**config.mk**
```make
export PLATFORM = sky130hd
export DESIGN_NAME = spm_acc_engine
export DESIGN_NICKNAME = d
export VERILOG_FILES = /design/src/rtl/spm_acc_engine.sv
export SDC_FILE = /design/constraint.sdc
export NUM_CORES = 1
export LEC_CHECK = 0
export CORE_ASPECT_RATIO = 0.7
export CORE_MARGIN = 10
export CORE_UTILIZATION = 52
export DETAILED_ROUTE_END_ITERATION = 6
export PLACE_DENSITY = 0.8
export REMOVE_ABC_BUFFERS = 1
export SLEW_MARGIN = 20
export SYNTH_ARGS = -nofsm -noshare
export SYNTH_HDL_FRONTEND = slang
export SYNTH_SLANG_ARGS = --single-unit
export TNS_END_PERCENT = 10
```
**constraint.sdc**
```tcl
create_clock -name clk -period 5 [get_ports clk]
set_clock_uncertainty 0.2 [all_clocks]
set_input_delay 1.25 -clock clk [delete_from_list [all_inputs] [get_ports clk]]
set_output_delay 1.25 -clock clk [all_outputs]
set_load 0.03 [all_outputs]
```
**src/rtl/spm_acc_engine.sv**
```systemverilog
// Accumulation engine for the sparse polynomial multiplier.
// Computes c = sum(+/- x^pos * a) mod (x^N+1, Q) by read-modify-write into an
// external dual-port accumulator RAM. Port 0 reads and clears, port 1 writes
// back and clears. The a[] stream comes from a public-poly RAM with 1-cycle
// registered read latency.
//
// Handshake: a command transfers on a rising clk edge where cmd_valid and
// cmd_ready are both high; cmd_ready is high only in WAIT_CMD, does not depend
// on cmd_valid, and the command fields are sampled on that same edge.
module spm_acc_engine #(
    parameter int N     = 512,
    parameter int WIDTH = 8,
    parameter int Q     = 251
) (
    input  logic                   clk,
    input  logic                   rst,
    input  logic                   start,
    output logic                   busy,
    output logic                   done,
    input  logic                   cmd_valid,
    output logic                   cmd_ready,
    input  logic [$clog2(N)-1:0]   cmd_pos,
    input  logic                   cmd_neg,
    input  logic                   cmd_last,
    output logic [$clog2(N)-1:0]   a_addr,
    input  logic [WIDTH-1:0]       a_q,
    output logic [$clog2(N)-1:0]   acc_address_0,
    output logic [WIDTH-1:0]       acc_data_0,
    output logic                   acc_wren_0,
    input  logic [WIDTH-1:0]       acc_q_0,
    output logic [$clog2(N)-1:0]   acc_address_1,
    output logic [WIDTH-1:0]       acc_data_1,
    output logic                   acc_wren_1
);

    localparam int AW = $clog2(N);
    localparam logic [AW-1:0]  CLR_LAST = AW'(N / 2 - 1);
    localparam logic [AW-1:0]  RUN_LAST = AW'(N - 1);
    localparam logic [AW:0]    N_EXT    = (AW + 1)'(N);
    localparam logic [WIDTH-1:0] Q_W    = WIDTH'(Q);
    localparam logic [WIDTH:0]   Q_T    = (WIDTH + 1)'(Q);

    typedef enum logic [2:0] {
        S_IDLE,
        S_CLEAR,
        S_WAIT_CMD,
        S_RUN,
        S_DRAIN,
        S_DONE
    } state_t;

    state_t          state, state_next;
    logic [AW-1:0]   cnt;
    logic [AW-1:0]   pos_r;
    logic            neg_r;
    logic            last_r;

    // Pipeline: issue (address presented) -> compute (RAM data back) -> write.
    logic            iss_valid;
    logic            iss_wrap;
    logic            cmp_valid;
    logic            cmp_s;
    logic [AW-1:0]   cmp_addr;

    logic [AW-1:0]   nxt_i;
    logic [AW:0]     nxt_k;
    logic [AW:0]     nxt_k_sub;
    logic            nxt_wrap;
    logic [AW-1:0]   nxt_addr;
    logic [AW-1:0]   clr_m;

    logic [WIDTH-1:0] add_v;
    logic [WIDTH:0]   t_v;
    logic [WIDTH:0]   t_sub;
    logic [WIDTH-1:0] r_v;

    assign acc_data_0 = '0;

    // Next RUN index and its negacyclic target address.
    assign nxt_i     = cnt + AW'(1);
    assign nxt_k     = {1'b0, nxt_i} + {1'b0, pos_r};
    assign nxt_k_sub = nxt_k - N_EXT;
    assign nxt_wrap  = (nxt_k >= N_EXT);
    assign nxt_addr  = nxt_wrap ? nxt_k_sub[AW-1:0] : nxt_k[AW-1:0];

    // CLEAR pair index m covering addresses 2m and 2m+1.
    assign clr_m = (state == S_IDLE) ? '0 : nxt_i;

    // Modular add of +/-a into the accumulator word; t carries one extra bit.
    assign add_v = (cmp_s && (a_q != '0)) ? (Q_W - a_q) : a_q;
    assign t_v   = {1'b0, acc_q_0} + {1'b0, add_v};
    assign t_sub = t_v - Q_T;
    assign r_v   = (t_v >= Q_T) ? t_sub[WIDTH-1:0] : t_v[WIDTH-1:0];

    // State register and per-state cycle counter.
    always_ff @(posedge clk) begin
        if (rst) begin
            state <= S_IDLE;
            cnt   <= '0;
        end else begin
            state <= state_next;
            cnt   <= (state_next != state) ? '0 : cnt + AW'(1);
        end
    end

    // Next-state and status outputs.
    always_comb begin
        state_next = state;
        busy       = (state != S_IDLE);
        done       = (state == S_DONE);
        cmd_ready  = (state == S_WAIT_CMD);
        case (state)
            S_IDLE:     if (start) state_next = S_CLEAR;
            S_CLEAR:    if (cnt == CLR_LAST) state_next = S_WAIT_CMD;
            S_WAIT_CMD: if (cmd_valid) state_next = S_RUN;
            S_RUN:      if (cnt == RUN_LAST) state_next = S_DRAIN;
            S_DRAIN:    if (cnt == AW'(1)) state_next = last_r ? S_DONE : S_WAIT_CMD;
            S_DONE:     state_next = S_IDLE;
            default:    state_next = S_IDLE;
        endcase
    end

    // Latch the accepted command for the whole RUN.
    always_ff @(posedge clk) begin
        if (rst) begin
            pos_r  <= '0;
            neg_r  <= 1'b0;
            last_r <= 1'b0;
        end else if (state == S_WAIT_CMD && cmd_valid) begin
            pos_r  <= cmd_pos;
            neg_r  <= cmd_neg;
            last_r <= cmd_last;
        end
    end

    // Registered RAM-facing outputs: clear sweep, RUN address issue, write-back.
    always_ff @(posedge clk) begin
        if (rst) begin
            a_addr        <= '0;
            acc_address_0 <= '0;
            acc_wren_0    <= 1'b0;
            acc_address_1 <= '0;
            acc_data_1    <= '0;
            acc_wren_1    <= 1'b0;
            iss_valid     <= 1'b0;
            iss_wrap      <= 1'b0;
            cmp_valid     <= 1'b0;
            cmp_s         <= 1'b0;
            cmp_addr      <= '0;
        end else begin
            acc_wren_0 <= 1'b0;
            acc_wren_1 <= 1'b0;
            iss_valid  <= 1'b0;
            cmp_valid  <= iss_valid;
            cmp_s      <= neg_r ^ iss_wrap;
            cmp_addr   <= acc_address_0;

            if ((state == S_IDLE && start) || (state == S_CLEAR && cnt != CLR_LAST)) begin
                acc_wren_0    <= 1'b1;
                acc_address_0 <= {clr_m[AW-2:0], 1'b0};
                acc_wren_1    <= 1'b1;
                acc_address_1 <= {clr_m[AW-2:0], 1'b1};
                acc_data_1    <= '0;
            end

            if (state == S_WAIT_CMD && cmd_valid) begin
                a_addr        <= '0;
                acc_address_0 <= cmd_pos;
                iss_wrap      <= 1'b0;
                iss_valid     <= 1'b1;
            end else if (state == S_RUN && cnt != RUN_LAST) begin
                a_addr        <= nxt_i;
                acc_address_0 <= nxt_addr;
                iss_wrap      <= nxt_wrap;
                iss_valid     <= 1'b1;
            end

            if (cmp_valid) begin
                acc_wren_1    <= 1'b1;
                acc_address_1 <= cmp_addr;
                acc_data_1    <= r_v;
            end
        end
    end

endmodule
```
### Yosys cells after proc, flatten, opt, wreduce, memory -nomap -nowiden

Index checks and enable logic that the tools add are counted.
Widths: inputs -> output; s select.

| word-level totals | value |
|---|---|
| input bits | 31 |
| bits in registers | 73 |
| output and inout bits | 48 |

| cells by class | value |
|---|---|
| multiplexer cells | 22 |
| reduce and logical (&&, ||, !) cells | 13 |
| $add $sub $neg | 6 |
| equality and inequality tests | 11 |
| magnitude comparators | 2 |
| bitwise logic cells | 1 |

Operator list:

| operator | count |
|---|---|
| $mux 9 | 6 |
| $mux 8 | 5 |
| $mux 3 | 6 |
| $pmux 3 s5 | 1 |
| $add 9x9->10 | 1 |
| $ge 10x10->1 const B | 1 |
| $add 8x8->9 | 1 |
| $add 9x1->9 const B | 1 |
| $eq 9x1->1 const B | 1 |
| $eq 9x8->1 const B | 1 |
| $eq 9x9->1 const B | 1 |
| $ge 9x8->1 const B | 1 |
| $ne 9x8->1 const B | 1 |
| $ne 9x9->1 const B | 1 |
| $sub 9x1->9 const B | 1 |
| $reduce_bool 8->1 | 1 |
| $sub 8x8->8 const A | 1 |
| $sub 8x8->8 const B | 1 |
| $eq 3x2->1 const B | 2 |
| $eq 3x3->1 const B | 2 |
| $reduce_bool 3->1 | 2 |
| $logic_and 1x1->1 | 5 |
| $mux 1 | 4 |
| $reduce_or 2->1 | 2 |
| 6 further kinds | 6 |

### Logic depth before layout (Yosys ltp)

Gate-level depths: netlist (run 1).

| logic depth | value |
|---|---|
| word-level depth | 7 |
| mapped depth | 16 |
| depth with buffers taken out | 16 |

### Least setup slack after synthesis (run 1)

OpenSTA, ideal clock, no wires.

| timing path | value |
|---|---|
| path type | input port to flip-flop |
| start point | in a_q[1] |
| end point | reg acc_data_1[6] |
| setup time | 122 ps |
| setup slack | 614 ps |
| cell stages on the path | 15 |
| required time | 4678 ps |
| path buffers | 0 |
| arrival | 4063 ps |
| cells stage by stage | nor4_1 nand3_1 nand2_1 xnor2_1 ha_1 inv_1 fa_1 nand2b_1 a21oi_2 a31oi_2 xnor2_4 nand3_4 a2111oi_2 xnor2_1 o21ai_1 |

| between the ends | value |
|---|---|
| longest elaborated chain between the ends | 7 |
| elaborated cells between the ends (all ways) | 9 |

Ends and longest elaborated chain:

| item | RTL line | source |
|---|---|---|
| start, declared | 26 | `input logic [WIDTH-1:0] a_q,` |
| parallel branches: the longest is 2 deep, another holds $sub 8x8->8 | - |  |
| $mux 8 (*) | 90 | `assign add_v = (cmp_s && (a_q != '0)) ? (Q_W - a_q) : a_q;` |
| $add 8x8->9 (*) | 91 | `assign t_v = {1'b0, acc_q_0} + {1'b0, add_v};` |
| $sub 8x8->8 / $ge 9x8->1 (equally long branches) | 92, 93 |  |
| $mux 8 (*) | 93 | `assign r_v = (t_v >= Q_T) ? t_sub[WIDTH-1:0] : t_v[WIDTH-1:0];` |
| $mux 8 (*) | 178 | `if (cmp_valid) begin` |
| end signal, assigned | 181 | `acc_data_1 <= r_v;` |
| end, declared | 32 | `output logic [WIDTH-1:0] acc_data_1,` |

Mark *: on every way between the ends.
A chain may end at the register's enable or synchronous reset.

### Final worst setup path (run 1)

| timing path | value |
|---|---|
| start point | in a_q[7] |
| end point | reg acc_data_1[1] |

The elaborated chain is that of the path after synthesis.

==> run summary, run 1 <==
run status: completed
sequential element share of the synthesized area: 36.93%
CP Capture Type: flip-flop
CP max stage cell: clkdlybuf4s50_1
Clk pwr share: 36.3%
WHS: 0.2476 ns
EDFF count, synth: 0
Pwr Density: 268.6 mW/mm2
crit path from: a_q[7]
# DRC: 0
Most used DFF post-synth: dfxtp_1
mapped cell area: 0.003958 mm2
FFs w/ async S/R, synth: 0%
layout net count: 599
detailed placer's ending HPWL: 8675 um
setup violators final: 0
internal power: 976.2 uW
Pre-antenna DRT Iters: 5
area of the multi-input gates: 0.002335 mm2
reg-to-reg startpoint: cmp_s
critical path startpoint category: primary input
fin crit period: 4.810 ns
worst-skew pair later-pin latency: 0.34 ns
die height: 92.99 um
yosys warns: 0
antenna violations before repair: 0
Routed WL: 11,230 um
Sink Count: 73
Core Util, Final: 68.35%
mean post-synth cell area: 8.511 um2
Psw: 373.6 uW
Slew Limit Fails: 0
number of global-route vias before repair: 3,713
most frequent cells in the layout: dfxtp_1, clkdlybuf4s50_1, nor2_1
GRT Util Overall: 18.95%
Area Overhead vs Synth: 26.97%
CTS H-tree lvls: 3
Reg area: 0.001461 mm2
Reg clk slew, reported paths: 0.07 ns
CP Max Fanout: 7
Worst Path Buf+Inv: 3
Distinct cells, synth: 62
Rel. slew slack: 43.36%
antenna violation net count after detailed routing: 0
Crit path max-delay family: simple AND/OR/NAND/NOR gates
Final period util: 96.20%
core area: 0.007352 mm2
die area: 0.01156 mm2
combinational share of power: 19.3%
Clock Tree Buf Depth: 2
crit-path max cell delay: 0.46 ns
Flop pwr share: 44.4%
most used cell, CP: xnor2_1
Ports: 79
fill count: 600
sw frac: 27.68%
hold wc startpoint: iss_valid
CTS buffer count: 9
CP Data Required Time: 5.03 ns
max_cap viols: 0
drt via density: 5.705
TritonCTS clock tree: done
crit path kind: in2reg
pin count of the biggest net entering global routing: 26
layout cell share with drive strength beyond 1: 8.974%
worst hold path class: reg2reg
drt initial violations: 373
worst-path cell chain: clkdlybuf4s50_1, nor4_2, nand3_1, nand2_4, xnor2_1, ha_2, inv_1, fa_1, nand2b_4, a21oi_2, buf_4, xnor2_1, nand3b_1, o211a_4, o31ai_4, mux2i_1, o21ai_1
diodes inserted: 0
Initial Utilization: 53.83%
crit path DAT: 4.84 ns
drt wl/cell: 17.43 um
row count: 26
Gate Count Post-Synth: 465
first-pass GRT wire length: 18,530 um
Max Fclk: 207.9 MHz
hold-fix buffers at CTS: 0
Worst Tran Pin Value: 0.8431 ns
Die Width: 124.3 um
Hold Fails Final Rpt: 0
Port Buffers: 70
Yosys reg bits: 73
GPL Wtd Cong: 0.8984
Tot Pwr: 1.350 mW
leak pwr: 1.987 nW
Root Buffer: clkbuf_8
total number of vias: 3,674
peak supply drop: 165.3 uV
RSZ-0062 raised after global routing: no
commonest non-fill, non-tap cell in the layout: dfxtp_1
gr ovfl total: 0
[metal layers]
layer / global-route usage [%] / share of wire [%]
met1: 25.13 / 47
met2: 30.30 / 44
met3: 5.245 / 7.5
met4: 3.868 / 0.79
met5: 0 / 0
[cell usage after synthesis (2+ instances only)]
cell	count	area, um2
nand2b_1	5	31.28
dfxtp_1	73	1461
o2111ai_1	2	17.52
inv_1	26	97.59
inv_2	2	7.510
nor4_1	3	18.77
nor2_1	61	229.0
a221oi_1	2	17.52
xnor2_1	15	131.4
nor2b_1	13	81.33
o21ai_0	9	45.04
a222oi_1	8	80.08
a211oi_1	10	75.07
buf_4	8	60.06
a21oi_1	30	150.1
xor2_1	10	87.58
nand3_1	7	35.03
o21ai_1	9	45.04
mux2i_1	5	50.05
or3_1	2	12.51
a2111oi_2	2	30.03
o21bai_1	3	22.52
fa_1	2	40.04
and3_1	3	18.77
o211ai_1	3	22.52
clkbuf_1	14	52.55
and2_1	2	12.51
nor3_1	16	80.08
o221ai_1	4	35.03
nand2_1	49	183.9
nand4_1	2	12.51
a21o_1	6	45.04
a32oi_1	2	17.52
a31oi_1	5	31.28
ha_1	25	312.8
[cell families (layout without fill, tap and decap cells)]
kind of cell,Yosys count,after routing,synth area share [%]
simple gates,171,171,20.14
compound gates,109,109,20.14
fa+ha+maj,27,27,8.916
xor+xnor,27,27,6.639
mux,5,5,1.265
other cells,1,8,0.09476
buf+inv,52,126,5.880
flops,73,73,36.93
[worst reg2reg max path, cell delays in order (launching register included)]
cell	delay (ns)
dfxtp_1	0.37
nand2_4	0.09
xnor2_1	0.20
ha_2	0.22
inv_1	0.06
fa_1	0.41
nand2b_4	0.17
a21oi_2	0.18
buf_4	0.15
xnor2_1	0.14
nand3b_1	0.17
o211a_4	0.20
o31ai_4	0.33
mux2i_1	0.25
o21ai_1	0.08
[worst paths after layout]
| path | cells past startpoint | end | slack (ns) |
|---|---|---|---|
| worst min-delay path | 1 | cmp_valid | 0.25 |
| worst max register to register | 14 | acc_data_1[1] | 1.66 |
| worst min register to register | 1 | cmp_valid | 0.25 |
| worst max-delay path | 17 | acc_data_1[1] | 0.19 |
[through the flow]
stage | instances | cell area, um2 | setup slack (ns) | TNS [ns]
6_report | 644 | 5025 | 0.1899 | 0
5_1_grt | 644 | 5025 | 0.001383 | 0
4_1_cts | 641 | 4966 | 0.1403 | 0
3_5_place_dp | 625 | 4756 | -0.1771 | -0.7258
3_3_place_gp | 625 | 4756 | 0.08949 | 0
2_1_floorplan | 448 | 3856 | 0.6142 | 0
[power by group through the flow]
stage	Clock [mW]	Combinational (mW)	Sequential, mW
after floorplan	0	0.150	0.622
after global placement	0	0.243	0.612
after detailed placement	0	0.252	0.612
after CTS	0.493	0.253	0.599
after global routing	0.521	0.282	0.600
final	0.490	0.260	0.599
[registers in the layout (all words and copies together), names as in the netlist]
register       cells
acc_address_1      9
acc_address_0      9
neg_r              1
state              3
acc_wren_0         1
last_r             1
cnt                9
pos_r              9
cmp_s              1
cmp_valid          1
acc_data_1         8
acc_wren_1         1
iss_valid          1
cmp_addr           9
a_addr             9
iss_wrap           1
[final cells by class]
class,count,area share (%)
sequential,73,29.08
clock inverter,6,1.643
multi-input combinational,347,46.46
inverter,28,2.092
tap,98,2.440
clock buffer,10,2.540
timing repair buffer,82,15.74
[what timing repair did]
action,in CTS,in global routing
endpoints found under the setup margin,0,5
gates resized for setup,0,6
buffers inserted,0,3
(Power assumes the default switching activity.)
==> run 2, diff against run 1 <==
--- a/config.mk
+++ b/config.mk
@@ -6,8 +6,9 @@
 export NUM_CORES = 1
 export LEC_CHECK = 0
 export CORE_ASPECT_RATIO = 0.7
-export CORE_MARGIN = 10
+export CORE_MARGIN = 2
 export CORE_UTILIZATION = 52
+export CTS_CLUSTER_SIZE = 28
 export DETAILED_ROUTE_END_ITERATION = 6
 export PLACE_DENSITY = 0.8
 export REMOVE_ABC_BUFFERS = 1
==> run 2 against run 1 <==
Against the previous run:
- cell count down 0.16%
- design area fell by 0.75%
- highest routed layer unchanged
- critical path depth unchanged
- sequential cell count stayed put
- worst hold slack worse by 0.0039 ns
- worst setup slack better by 0.12 ns
- non-clock buffer count is 1 lower
- via count is 1.7% lower
- critical path type unchanged
- global-route usage up 7.0 points
==> run summary, run 2 (synthesis results as in run 1) <==
fill count: 632
pin count of the biggest net entering global routing: 51
GRT Util Overall: 25.97%
Hold Fails Final Rpt: 0
sw frac: 28.18%
Ports: 79
Initial Utilization: 53.83%
TritonCTS clock tree: done
Worst Tran Pin Value: 0.8143 ns
Pwr Density: 259.7 mW/mm2
Pre-antenna DRT Iters: 5
Rel. slew slack: 45.29%
Area Overhead vs Synth: 26.02%
CP Depth: 17
number of global-route vias before repair: 3,436
run status: completed
Final period util: 93.73%
antenna violation net count after detailed routing: 0
post-route setup slack: 0.3133 ns
area of the multi-input gates: 0.002320 mm2
CTS buffer count: 9
fin crit period: 4.687 ns
Port Buffers: 70
die area: 0.008336 mm2
Die Width: 108.3 um
reg2reg setup slack: 1.71 ns
antenna violations before repair: 0
Routed WL: 10,310 um
Reg area: 0.001461 mm2
Placed Cells: 626
drt via density: 5.617
worst-path cell chain: clkdlybuf4s50_1, nor4_2, nand3_1, nand2_2, xnor2_1, ha_1, inv_1, fa_1, nand2b_1, a21oi_2, buf_4, xnor2_1, nand3b_1, o211a_4, o31ai_4, mux2i_1, o21ai_1
Max Fclk: 213.4 MHz
worst-skew pair later-pin latency: 0.35 ns
RSZ-0062 raised after global routing: no
detailed placer's ending HPWL: 7884 um
placed inst area: 0.004763 mm2
commonest non-fill, non-tap cell in the layout: dfxtp_1
CP Capture Type: flip-flop
WHS: 0.2436 ns
Final Non-Filler Cells: 643
diodes inserted: 0
internal power: 930.1 uW
total number of vias: 3,612
gr ovfl total: 0
CP Max Fanout: 4
hold-fix buffers at CTS: 0
Psw: 364.9 uW
Clk pwr share: 33.9%
CP Data Required Time: 5.03 ns
layout cell share with drive strength beyond 1: 8.440%
Crit path max-delay family: simple AND/OR/NAND/NOR gates
setup violators final: 0
most frequent cells in the layout: dfxtp_1, clkdlybuf4s50_1, nor2_1
CTS H-tree lvls: 3
Worst Path Buf+Inv: 3
Tot Pwr: 1.295 mW
Setup WS pre-CTS: -0.09324 ns
Clock Tree Buf Depth: 2
Root Buffer: clkbuf_8
crit-path max cell delay: 0.46 ns
Sink Count: 73
# DRC: 0
Slew Limit Fails: 0
Flop pwr share: 46.2%
first-pass GRT wire length: 16,990 um
drt wl/cell: 16.03 um
R2R cell count: 12
most used cell, CP: xnor2_1
Design Area, Final: 0.004987 mm2
die height: 76.99 um
critical path startpoint category: primary input
core area: 0.007352 mm2
combinational share of power: 19.9%
cell count of the worst hold path: 1
crit path kind: in2reg
peak supply drop: 174.9 uV
CP max stage cell: clkdlybuf4s50_1
GPL Wtd Cong: 0.9191
worst hold path class: reg2reg
crit path DAT: 4.72 ns
row count: 26
max_cap viols: 0
leak pwr: 1.982 nW
drt initial violations: 217
Reg clk slew, reported paths: 0.07 ns
layout net count: 598
[run 2: worst paths after layout]
kind,startpoint,end
worst min-delay path,iss_valid,cmp_valid
worst max-delay path,a_q[1],acc_data_1[2]
worst max register to register,cnt[0],cnt[5]
worst min register to register,iss_valid,cmp_valid
[run 2: power by group through the flow]
stage	combinational [mW]	clock [mW]	sequential [mW]
3_3_place_gp	0.244	0	0.612
3_5_place_dp	0.250	0	0.612
4_1_cts	0.252	0.445	0.599
5_1_grt	0.280	0.468	0.599
6_report	0.257	0.439	0.599
2_1_floorplan	0.150	0	0.622
[run 2: per-stage QoR]
stage / TNS (ns) / utilization, %
after global routing: 0 / 67.84
after detailed placement: -0.2651 / 64.79
after global placement: 0 / 64.79
after CTS: 0 / 67.41
final: 0 / 67.84
after floorplan: 0 / -
[run 2: final cells by class]
| cell class | instances | share of cell area, % |
|---|---|---|
| clock buffer | 14 | 3.663 |
| clock inverter | 2 | 0.2007 |
| inverter | 28 | 2.107 |
| multi-input combinational | 347 | 46.51 |
| sequential | 73 | 29.30 |
| tap | 98 | 2.459 |
| timing repair buffer | 81 | 15.76 |
[run 2: what timing repair did]
action / 4_1_cts / 5_1_grt
buffers inserted: 0 / 1
hold endpoints to repair: 0 / 0
setup endpoints to repair: 0 / 6
gates resized for setup: 0 / 4
[run 2: metal layers]
metal	wire (um)	GRT usage, %	up-vias	share of wire, %
met4	95	6.154	0	0.92
met2	4507	38.24	139	44
met5	0	0	-	0
met3	801	6.803	13	7.8
li1	-	-	1769	-
met1	4903	37.78	1691	48
==> run 3, diff against run 2 <==
--- a/config.mk
+++ b/config.mk
@@ -6,11 +6,11 @@
 export NUM_CORES = 1
 export LEC_CHECK = 0
 export CORE_ASPECT_RATIO = 0.7
-export CORE_MARGIN = 2
+export CORE_MARGIN = 8
 export CORE_UTILIZATION = 52
 export CTS_CLUSTER_SIZE = 28
 export DETAILED_ROUTE_END_ITERATION = 6
-export PLACE_DENSITY = 0.8
+export PLACE_DENSITY_LB_ADDON = 0.15
 export REMOVE_ABC_BUFFERS = 1
 export SLEW_MARGIN = 20
 export SYNTH_ARGS = -nofsm -noshare
==> run 3 against run 2 <==
Against the previous run:
- via count up 1.8%
- design area about the same
- first-iteration DRC count up 86%
- global-route usage shrank 5.1 points
- combinational power is essentially flat
- cell count is 0.31% lower
- core utilization about the same
- clock-buffer cell count fell by 3
- critical path depth did not move
- non-clock buffer count down 1
- clock power grew 20%
- critical endpoint is now acc_data_1[1]
- largest cell class unchanged
- largest power group unchanged
- highest routed layer unchanged
==> run summary, run 3 (synthesis results as in run 1) <==
first-pass GRT wire length: 17,600 um
max_cap viols: 0
CP Max Fanout: 4
CTS H-tree lvls: 3
setup violators final: 0
Worst Tran Pin Value: 0.9499 ns
CTS buffer count: 9
CP Depth: 17
Slew Limit Fails: 0
run status: completed
antenna violation net count after detailed routing: 0
setup bufs post-CTS: 0
Sink Count: 73
CP Capture Type: flip-flop
row count: 26
total number of vias: 3,677
Ports: 79
worst-skew pair later-pin latency: 0.35 ns
fin crit period: 4.634 ns
Max Fclk: 215.8 MHz
Final period util: 92.67%
crit path DAT: 4.68 ns
crit path kind: in2reg
GRT Util Overall: 20.87%
Port Buffers: 70
R2R cell count: 11
die height: 88.99 um
Area Overhead vs Synth: 25.99%
Tot Pwr: 1.384 mW
crit path from: a_q[4]
Root Buffer: clkbuf_8
Worst Path Buf+Inv: 3
diodes inserted: 0
worst-path cell chain: clkdlybuf4s50_1, nor4_1, nand3_1, nand2_1, xnor2_1, ha_1, inv_1, fa_1, nand2b_1, a21oi_2, buf_4, xnor2_1, nand3b_1, o211a_1, o31ai_4, mux2i_1, o21ai_1
commonest non-fill, non-tap cell in the layout: dfxtp_1
gr ovfl total: 0
detailed placer's ending HPWL: 8331 um
critical path startpoint category: primary input
worst hold path class: reg2reg
Reg clk slew, reported paths: 0.08 ns
number of global-route vias before repair: 3,420
die area: 0.01070 mm2
crit-path max cell delay: 0.48 ns
Routed WL: 11,120 um
# DRC: 0
layout net count: 597
Rel. slew slack: 36.18%
Pre-antenna DRT Iters: 7
# resized after CTS: 0
peak supply drop: 180.7 uV
Clock Tree Buf Depth: 2
RSZ-0062 raised after global routing: no
Crit path max-delay family: simple AND/OR/NAND/NOR gates
most used cell, CP: xnor2_1
drt via density: 5.736
reg2reg setup slack: 1.72 ns
hold-fix buffers at CTS: 0
drt initial violations: 404
GPL Wtd Cong: 0.9609
pin count of the biggest net entering global routing: 28
core area: 0.007352 mm2
Pwr Density: 277.7 mW/mm2
setup TNS: 0 ns
CP max stage cell: clkdlybuf4s50_1
TritonCTS clock tree: done
Initial Utilization: 53.83%
leak pwr: 1.977 nW
CP endpoint: acc_data_1[1]
CP Data Required Time: 5.04 ns
antenna violations before repair: 0
Worst R2R End: cnt[4]
most frequent cells in the layout: dfxtp_1, clkdlybuf4s50_1, nor2_1
Hold Fails Final Rpt: 0
Die Width: 120.3 um
drt wl/cell: 17.35 um
reg-to-reg startpoint: cnt[0]
layout cell share with drive strength beyond 1: 7.735%
[run 3: power by group]
part	switching (mW)	internal, mW
logic	0.155	0.105
registers	0.00772	0.591
clock network	0.220	0.306
[run 3: worst min path at each step]
stage,start,end,slack [ns],cells past startpoint
2_1_floorplan,iss_valid,cmp_valid,0.21,1
3_3_place_gp,iss_valid,cmp_valid,0.22,1
3_5_place_dp,acc_data_1[6],acc_data_1[6],0.25,2
4_1_cts,iss_valid,cmp_valid,0.26,1
5_1_grt,iss_valid,cmp_valid,0.27,1
6_report,acc_data_1[1],acc_data_1[1],0.25,2
[run 3: final cells by class]
type / count / area (um2)
inverters: 28 / 105.1
clock buffers: 11 / 151.4
well taps: 98 / 122.6
flip-flops and latches: 73 / 1461
fillers: 620 / 2366
clock inverters: 4 / 76.32
repair buffers: 80 / 770.7
multi-input cells: 347 / 2298
[run 3: through the flow]
step | instances | hold WS (ns) | setup WS (ns) | area [um2] | utilization (%)
after floorplan | 448 | 0.2138 | 0.6142 | 3856 | -
after global placement | 626 | 0.2202 | 0.1662 | 4758 | 64.72
after detailed placement | 626 | 0.2451 | 0.03682 | 4758 | 64.72
after CTS | 641 | 0.2551 | 0.3838 | 4986 | 67.82
after global routing | 641 | 0.2721 | 0.1050 | 4986 | 67.82
final | 641 | 0.2518 | 0.3664 | 4986 | 67.82
[run 3: routing by layer]
metal	GRT usage (%)	up-vias	wire length, um
li1	-	1762	-
met1	28.34	1729	5214
met2	31.85	179	4799
met3	6.814	7	1044
met4	3.950	0	65
met5	0	-	0
[run 3: tightest hold or removal path: cells and delay by family (launching register included)]
| kind | cells | cell delay (ns) |
|---|---|---|
| AO/OA/AOI/OAI | 1 | 0.05 |
| AND/OR/NAND/NOR | 1 | 0.05 |
| flip-flops | 1 | 0.31 |
